===== src/rtl/prefetch_redirect_ctrl.sv =====
// Sequences a CS:IP redirect into the prefetcher: stall, drain (with timeout abort), flush, load.
// Optional statistics counters are built when REDIRECT_STATS_EN is defined.
module prefetch_redirect_ctrl #(
  parameter int unsigned DRAIN_TIMEOUT = 16,
  parameter logic [15:0] RESET_CS      = 16'hffff,
  parameter logic [15:0] RESET_IP      = 16'h0000
) (
  input  logic        clk,
  input  logic        reset,
  input  logic        update_in,
  input  logic [15:0] cs_in,
  input  logic [15:0] ip_in,
  input  logic        fetch_busy,
  input  logic        fetch_ack,
  output logic        fetch_stall,
  output logic        fetch_abort,
  output logic        fifo_flush,
  output logic        load_addr,
  output logic [15:0] fetch_cs,
  output logic [15:0] fetch_ip,
  output logic [19:0] fetch_addr,
  output logic        busy
`ifdef REDIRECT_STATS_EN
  ,
  output logic [15:0] redirect_count,
  output logic [15:0] merge_count,
  output logic [15:0] abort_count
`endif
);

  localparam int unsigned CW = $clog2(DRAIN_TIMEOUT);
  localparam logic [CW-1:0] CntLast = CW'(DRAIN_TIMEOUT - 1);

  typedef enum logic [1:0] {StIdle, StDrain, StFlush, StLoad} state_e;

  state_e        state_q, state_d;
  logic [15:0]   cs_q, ip_q;
  logic [CW-1:0] drain_cnt_q;
  logic          load_pend_q;
  logic          drain_last;

  assign drain_last  = (state_q == StDrain) && (drain_cnt_q == CntLast);
  // An ack arriving on the timeout cycle completes the access normally.
  assign fetch_abort = drain_last && fetch_busy && !fetch_ack;
  // A new request landing in LOAD makes the captured address stale, so hold the load back.
  assign load_addr   = load_pend_q && !update_in;
  assign fetch_stall = busy;
  assign fetch_cs    = cs_q;
  assign fetch_ip    = ip_q;
  assign fetch_addr  = {cs_q, 4'h0} + {4'h0, ip_q};

  always_comb begin
    state_d = state_q;
    unique case (state_q)
      StIdle:  if (update_in) state_d = fetch_busy ? StDrain : StFlush;
      StDrain: if (fetch_ack || !fetch_busy || drain_last) state_d = StFlush;
      StFlush: state_d = StLoad;
      StLoad:  state_d = update_in ? StFlush : StIdle;
      default: state_d = StIdle;
    endcase
  end

  always_ff @(posedge clk or posedge reset) begin
    if (reset) begin
      state_q     <= StIdle;
      cs_q        <= RESET_CS;
      ip_q        <= RESET_IP;
      drain_cnt_q <= '0;
      busy        <= 1'b0;
      fifo_flush  <= 1'b0;
      load_pend_q <= 1'b0;
    end else begin
      state_q <= state_d;
      if (update_in) begin
        cs_q <= cs_in;
        ip_q <= ip_in;
      end
      drain_cnt_q <= (state_q == StDrain) ? drain_cnt_q + 1'b1 : '0;
      busy        <= (state_d != StIdle);
      fifo_flush  <= (state_d == StFlush);
      load_pend_q <= (state_d == StLoad);
    end
  end

`ifdef REDIRECT_STATS_EN
  always_ff @(posedge clk or posedge reset) begin
    if (reset) begin
      redirect_count <= '0;
      merge_count    <= '0;
      abort_count    <= '0;
    end else begin
      if (load_addr && redirect_count != 16'hffff) redirect_count <= redirect_count + 16'd1;
      if (update_in && busy && merge_count != 16'hffff) merge_count <= merge_count + 16'd1;
      if (fetch_abort && abort_count != 16'hffff) abort_count <= abort_count + 16'd1;
    end
  end
`endif

endmodule


===== config.mk =====
export PLATFORM = sky130hd
export DESIGN_NAME = prefetch_redirect_ctrl
export DESIGN_NICKNAME = d
export VERILOG_FILES = /design/src/rtl/prefetch_redirect_ctrl.sv
export SDC_FILE = /design/constraint.sdc
export NUM_CORES = 1
export LEC_CHECK = 0
export ABC_AREA = 1
export CAP_MARGIN = 20
export CORE_ASPECT_RATIO = 1.4
export CORE_MARGIN = 2
export CORE_UTILIZATION = 45
export DETAILED_ROUTE_END_ITERATION = 10
export GPL_TIMING_DRIVEN = 0
export PLACE_DENSITY = 0.85
export RECOVER_POWER = 25
export REMOVE_ABC_BUFFERS = 1
export SKIP_CTS_REPAIR_TIMING = 1
export SLEW_MARGIN = 5
export SYNTH_ARGS = -nofsm -noshare
export SYNTH_HDL_FRONTEND = slang
export SYNTH_SLANG_ARGS = --single-unit

===== constraint.sdc =====
create_clock -name clk -period 1.7 [get_ports clk]
set_input_delay 0.17 -clock clk [delete_from_list [all_inputs] [get_ports clk]]
set_output_delay 0.17 -clock clk [all_outputs]
set_load 0.005 [all_outputs]

# Yosys cells after proc, flatten, opt, wreduce, memory -nomap -nowiden

Index checks and enable logic that the tools add are counted.

$add $sub $neg: 2
Equal/unequal tests: 6
Mux-type cells: 6
Reduce and logical (&&, ||, !) cells: 11

Operator list:

| kind                                                 | number |
|---|---|
| adder 20 x 16 -> 20 bit                              | 1 |
| equality test 2 bit (second input constant)          | 4 |
| 2-to-1 mux 2 bit                                     | 4 |
| case mux 2 bit (4 select lines)                      | 1 |
| adder 4 x 1 -> 4 bit (second input constant)         | 1 |
| equality test 4 bit (second input constant)          | 1 |
| logical AND 1 bit                                    | 4 |
| 2-to-1 mux 4 bit                                     | 1 |
| zero test 1 bit                                      | 3 |
| equality test 2 x 1 -> 1 bit (second input constant) | 1 |
| zero test 2 bit                                      | 1 |
| logical OR 1 bit                                     | 2 |
| nonzero test 2 bit                                   | 1 |

Bits in registers: 41
Input port bits: 37
Output and inout port bits: 57

# Logic depth before layout (Yosys ltp)

Depth in word-level cells: 6
Depth in mapped cells: 10
Gate-level depth less buffers: 10

# Least setup slack after synthesis

OpenSTA, ideal clock, no wires.

Kind: register to output
Start: register ip_q[4], in the netlist fetch_ip[4]
End: output fetch_addr[12]
Data arrival time: 1.494 ns
Data required time: 1.530 ns
Slack: 0.036 ns
Stages on the path, launching flop included: 9
Path through: dfrtp_1 ha_1 fa_1 nand2_1 nand2_1 and2_4 nand2_1 nand2_1 xor2_1

Cells in the longest elaborated chain, start to end: 1

Ends and longest elaborated chain:

| what                    | RTL line | text |
|---|---|---|
| start, declared         | 37       | `logic [15:0] cs_q, ip_q;` |
| start signal, assigned  | 76       | `ip_q <= ip_in;` |
| adder 20 x 16 -> 20 bit | 50       | `assign fetch_addr = {cs_q, 4'h0} + {4'h0, ip_q};` |
| end, declared           | 21       | `output logic [19:0] fetch_addr,` |

Every way passes these cells.

# Worst setup path in the final report

Start: register ip_q[4], in the netlist fetch_ip[4]
End: output fetch_addr[18]

The elaborated chain is that of the path after synthesis.

==> results.toml <==
[finish]
n_antenna_cell = 0
final_layout_size_suffix_gt1_share_pct = 31.3
area.growth.synth_to_final_pct = 50.3
fillers = 450
final_net_count = 440

[yosys]
ys_seq_elements = 41
synth_top_family_by_area = "simple AND/OR/NAND/NOR gates"
synth_mux_area_share_pct = 12.6
yosys_warnings = 0
synthTopCellsByArea = "sky130_fd_sc_hd__dfrtp_1 25%, sky130_fd_sc_hd__dfstp_2 17%, sky130_fd_sc_hd__nand2_1 12%"
synth.top_cell.area_share_pct = 25.1
synth.distinct_cells = 29
yosys.area_share.adder_pct = 7.32
mapped_cells = 287
yosysSeqAreaShare_pct = 41.9
syn_area_per_cell_sq_um = 8.70
post_synth_design_cell_area_sq_mm = 0.00250
synthDominantAreaCellType = "sky130_fd_sc_hd__dfrtp_1"
synth-compound-area-share_pct = 2.21
synth-xor-area-share_pct = 2.81
synth_simple_gate_area_share_pct = 24.0

[global_routing]
grt_start_max_net_pins = 42
gr-usage-all-layers_pct = 19.1
grt_pass1_vias = 2099
grt_pass1_wl_mm = 9.11
grt_antenna_before_repair = 0
overflow = 0

[worst_setup_path]
kind_of_cell_adding_the_most_delay_to_the_critical_path = "simple AND/OR/NAND/NOR gates"
setup.worst_path.class = "reg2out"
critPathCaptureType = "output port"
critical-path-slowest-cell = "sky130_fd_sc_hd__dfrtp_1"
worstSetupStartpointType = "register"
worstPathArrival_ns = 2.01
cpMostUsedCell = "sky130_fd_sc_hd__nand2_2"
cell_chain_of_the_critical_path = "ha_4 -> fa_2 -> nand2_2 -> nand2_2 -> nand3b_1 -> nand2_2 -> nand2_2 -> nand2_1 -> nand2_1 -> nand2_1 -> clkbuf_2"
worst_path_largest_cell_delay_ns = 0.43
crit_required_ns = 1.53
critical_path.max_fanout = 3
reg2reg_setup_slack_ns = 0.45
worstPathBufferInverterCount = 1

[route]
wl_per_cell_um = 13.4
totalWireLength_mm = 6.12
antenna_violating_nets_post_route = 0
number_of_vias_per_cell = 4.83
first_pass_iters = 4
drc_errors = 0
vias = 2213
drtIter0Drc = 62

[floorplan]
fp.dieArea_sq_mm = 0.00617
initial_core_util_pct = 45.8
io_pins = 94
die-width_um = 66.9
chip_height_um = 92.1
rows = 32
fp.coreArea_sq_mm = 0.00545

[sta]
timing_max_transition_violations_final = 0
hold_viol_final = 0
fmaxAchievable_mhz = 458
fin_ws_ns = -0.483
period_minus_slack_ns = 2.18
worstMarginPinSlew_ns = 0.920
timing.clock.skew_ns = 0.00169
final.period_utilization_pct = 128
grt_setup_unrepaired = "true"
setup-violations-final = 15
slew_headroom_pct = 38.7
final.setup.tns_ns = -5.12

[place]
post-dp-hpwl_mm = 4.39
detailedPlace.worstSlack_ns = -0.578
portBuffers = 93
gpl.final_weighted_congestion = 0.842

[clock_network]
ctsHtreeMaxLevel = 2
cts_tree = "yes"
numCtsBuffers = 5
clk-insertion-delay-late_ns = 0.29
numClockSinks = 41
root_buffer = "sky130_fd_sc_hd__clkbuf_8"
clk_transition_reported_paths_ns = 0.09
cts_buffer_depth = 2

[run_status]
run_status = "complete, but fails checks"
violations = "setup timing"

[worst_hold_path]
worst_hold_path_type = "in2reg"

[power_and_ir_drop]
power_density_mw_per_mm2 = 963
vdd.ir_drop.worst_mv = 0.830
power.leakage_uw = 0.00179

[job]
maxCapViolations = 0
worst reg2reg max path, stage by stage (launching register included):
cell and delay (ns):
sky130_fd_sc_hd__dfrtp_1 0.42, sky130_fd_sc_hd__nor2_1 0.24, sky130_fd_sc_hd__nand3_2 0.12, sky130_fd_sc_hd__nand2_1 0.11, sky130_fd_sc_hd__nand2_1 0.07, sky130_fd_sc_hd__nand2_2 0.08, sky130_fd_sc_hd__inv_2 0.04, sky130_fd_sc_hd__nor2_2 0.10
layout by cell type, fill, tap and decap left out, types with 2 or more instances in the layout:
cell type	Yosys	routed
sky130_fd_sc_hd__ha_4	0	9
sky130_fd_sc_hd__nand3_2	1	3
sky130_fd_sc_hd__mux2_1	11	11
sky130_fd_sc_hd__clkdlybuf4s50_1	0	75
sky130_fd_sc_hd__ha_1	13	3
sky130_fd_sc_hd__nor2_1	16	17
sky130_fd_sc_hd__buf_4	5	10
sky130_fd_sc_hd__nor3_2	3	3
sky130_fd_sc_hd__o21ai_0	5	5
sky130_fd_sc_hd__nor3_1	2	2
sky130_fd_sc_hd__inv_2	5	6
sky130_fd_sc_hd__mux2_2	17	17
sky130_fd_sc_hd__dfstp_2	16	16
sky130_fd_sc_hd__clkbuf_8	0	5
sky130_fd_sc_hd__nand2_1	83	68
sky130_fd_sc_hd__inv_1	37	36
sky130_fd_sc_hd__nand3b_1	2	2
sky130_fd_sc_hd__xor2_1	7	7
sky130_fd_sc_hd__a21oi_1	6	3
sky130_fd_sc_hd__clkbuf_2	0	9
sky130_fd_sc_hd__buf_2	2	7
sky130_fd_sc_hd__nand2_2	9	23
sky130_fd_sc_hd__a21oi_2	0	3
sky130_fd_sc_hd__nand3_1	11	8
sky130_fd_sc_hd__dfrtp_1	25	25
power by group:
part	internal [uW]	switching [uW]	total, uW	leakage (uW)
Sequential	1150	131	1280	0.000468
Combinational	810	722	1530	0.00126
Clock	440	359	800	0.0000585
metal layers:
layer	global-route usage (%)	share of wire (%)	routed length, um	vias to the layer above
met5	0	0	0	-
met3	4.17	5.7	352	6
met4	5.78	1.2	71	0
li1	-	-	-	1094
met1	20.1	37	2240	1050
met2	36.3	57	3460	63
metrics by stage:
stage          utilization [%]  hold slack, ns  std cells  cell area [sq um]  power [uW]
6_report                  68.9           0.408        458               3750        3610
5_1_grt                   68.9           0.416        458               3750        3830
4_1_cts                   65.2           0.398        447               3550        3550
3_5_place_dp              63.1           0.464        439               3440        2740
3_3_place_gp              63.2           0.449        439               3440        2710
2_1_floorplan                -           0.244        278               2430        2000
cell usage after synthesis (all sizes together):
cell type and count:
xor2 7, xnor2 1, dfstp 16, fa 1, dfrtp 25, nand2 92
or2 2, nand4 1, ha 13, nand3b 2, o21ai 5, and2 2
mux2 28, inv 42, buf 9, nor3 5, a21oi 6, nand3 12
nor2 18
path summary, 6_finish.rpt:
path                        startpoint             end  cells past startpoint
setup / recovery           fetch_ip[4]  fetch_addr[18]                     11
hold / removal               cs_in[12]    fetch_cs[12]                      3
setup reg to reg            state_q[1]      fifo_flush                      7
hold reg to reg             state_q[0]     load_pend_q                      1
max in group asynchronous        reset    fetch_ip[15]                      2
min in group asynchronous        reset      state_q[1]                      2
flip-flops by register name, indices dropped and copies added (netlist names):
name,cells
drain_cnt_q,4
fetch_ip,16
fetch_cs,16
busy,1
state_q,2
fifo_flush,1
load_pend_q,1
cells by family after synthesis:
logic type,Yosys count
AND/OR/NAND/NOR,134
buffers and inverters,51
flip-flops,41
multiplexers,28
adder cells (fa/ha/maj),14
AO/OA/AOI/OAI,11
XOR/XNOR,8
area by class of cell:
class	count	area (sq um)	area share, %
inverter	42	158	4.20
multi-input combinational	195	1410	37.6
timing repair buffer	104	940	25.0
clock inverter	3	43.8	1.17
sequential	41	1050	27.9
clock buffer	5	68.8	1.83
tap	68	85.1	2.27
Power figures use the tool's default switching activity.
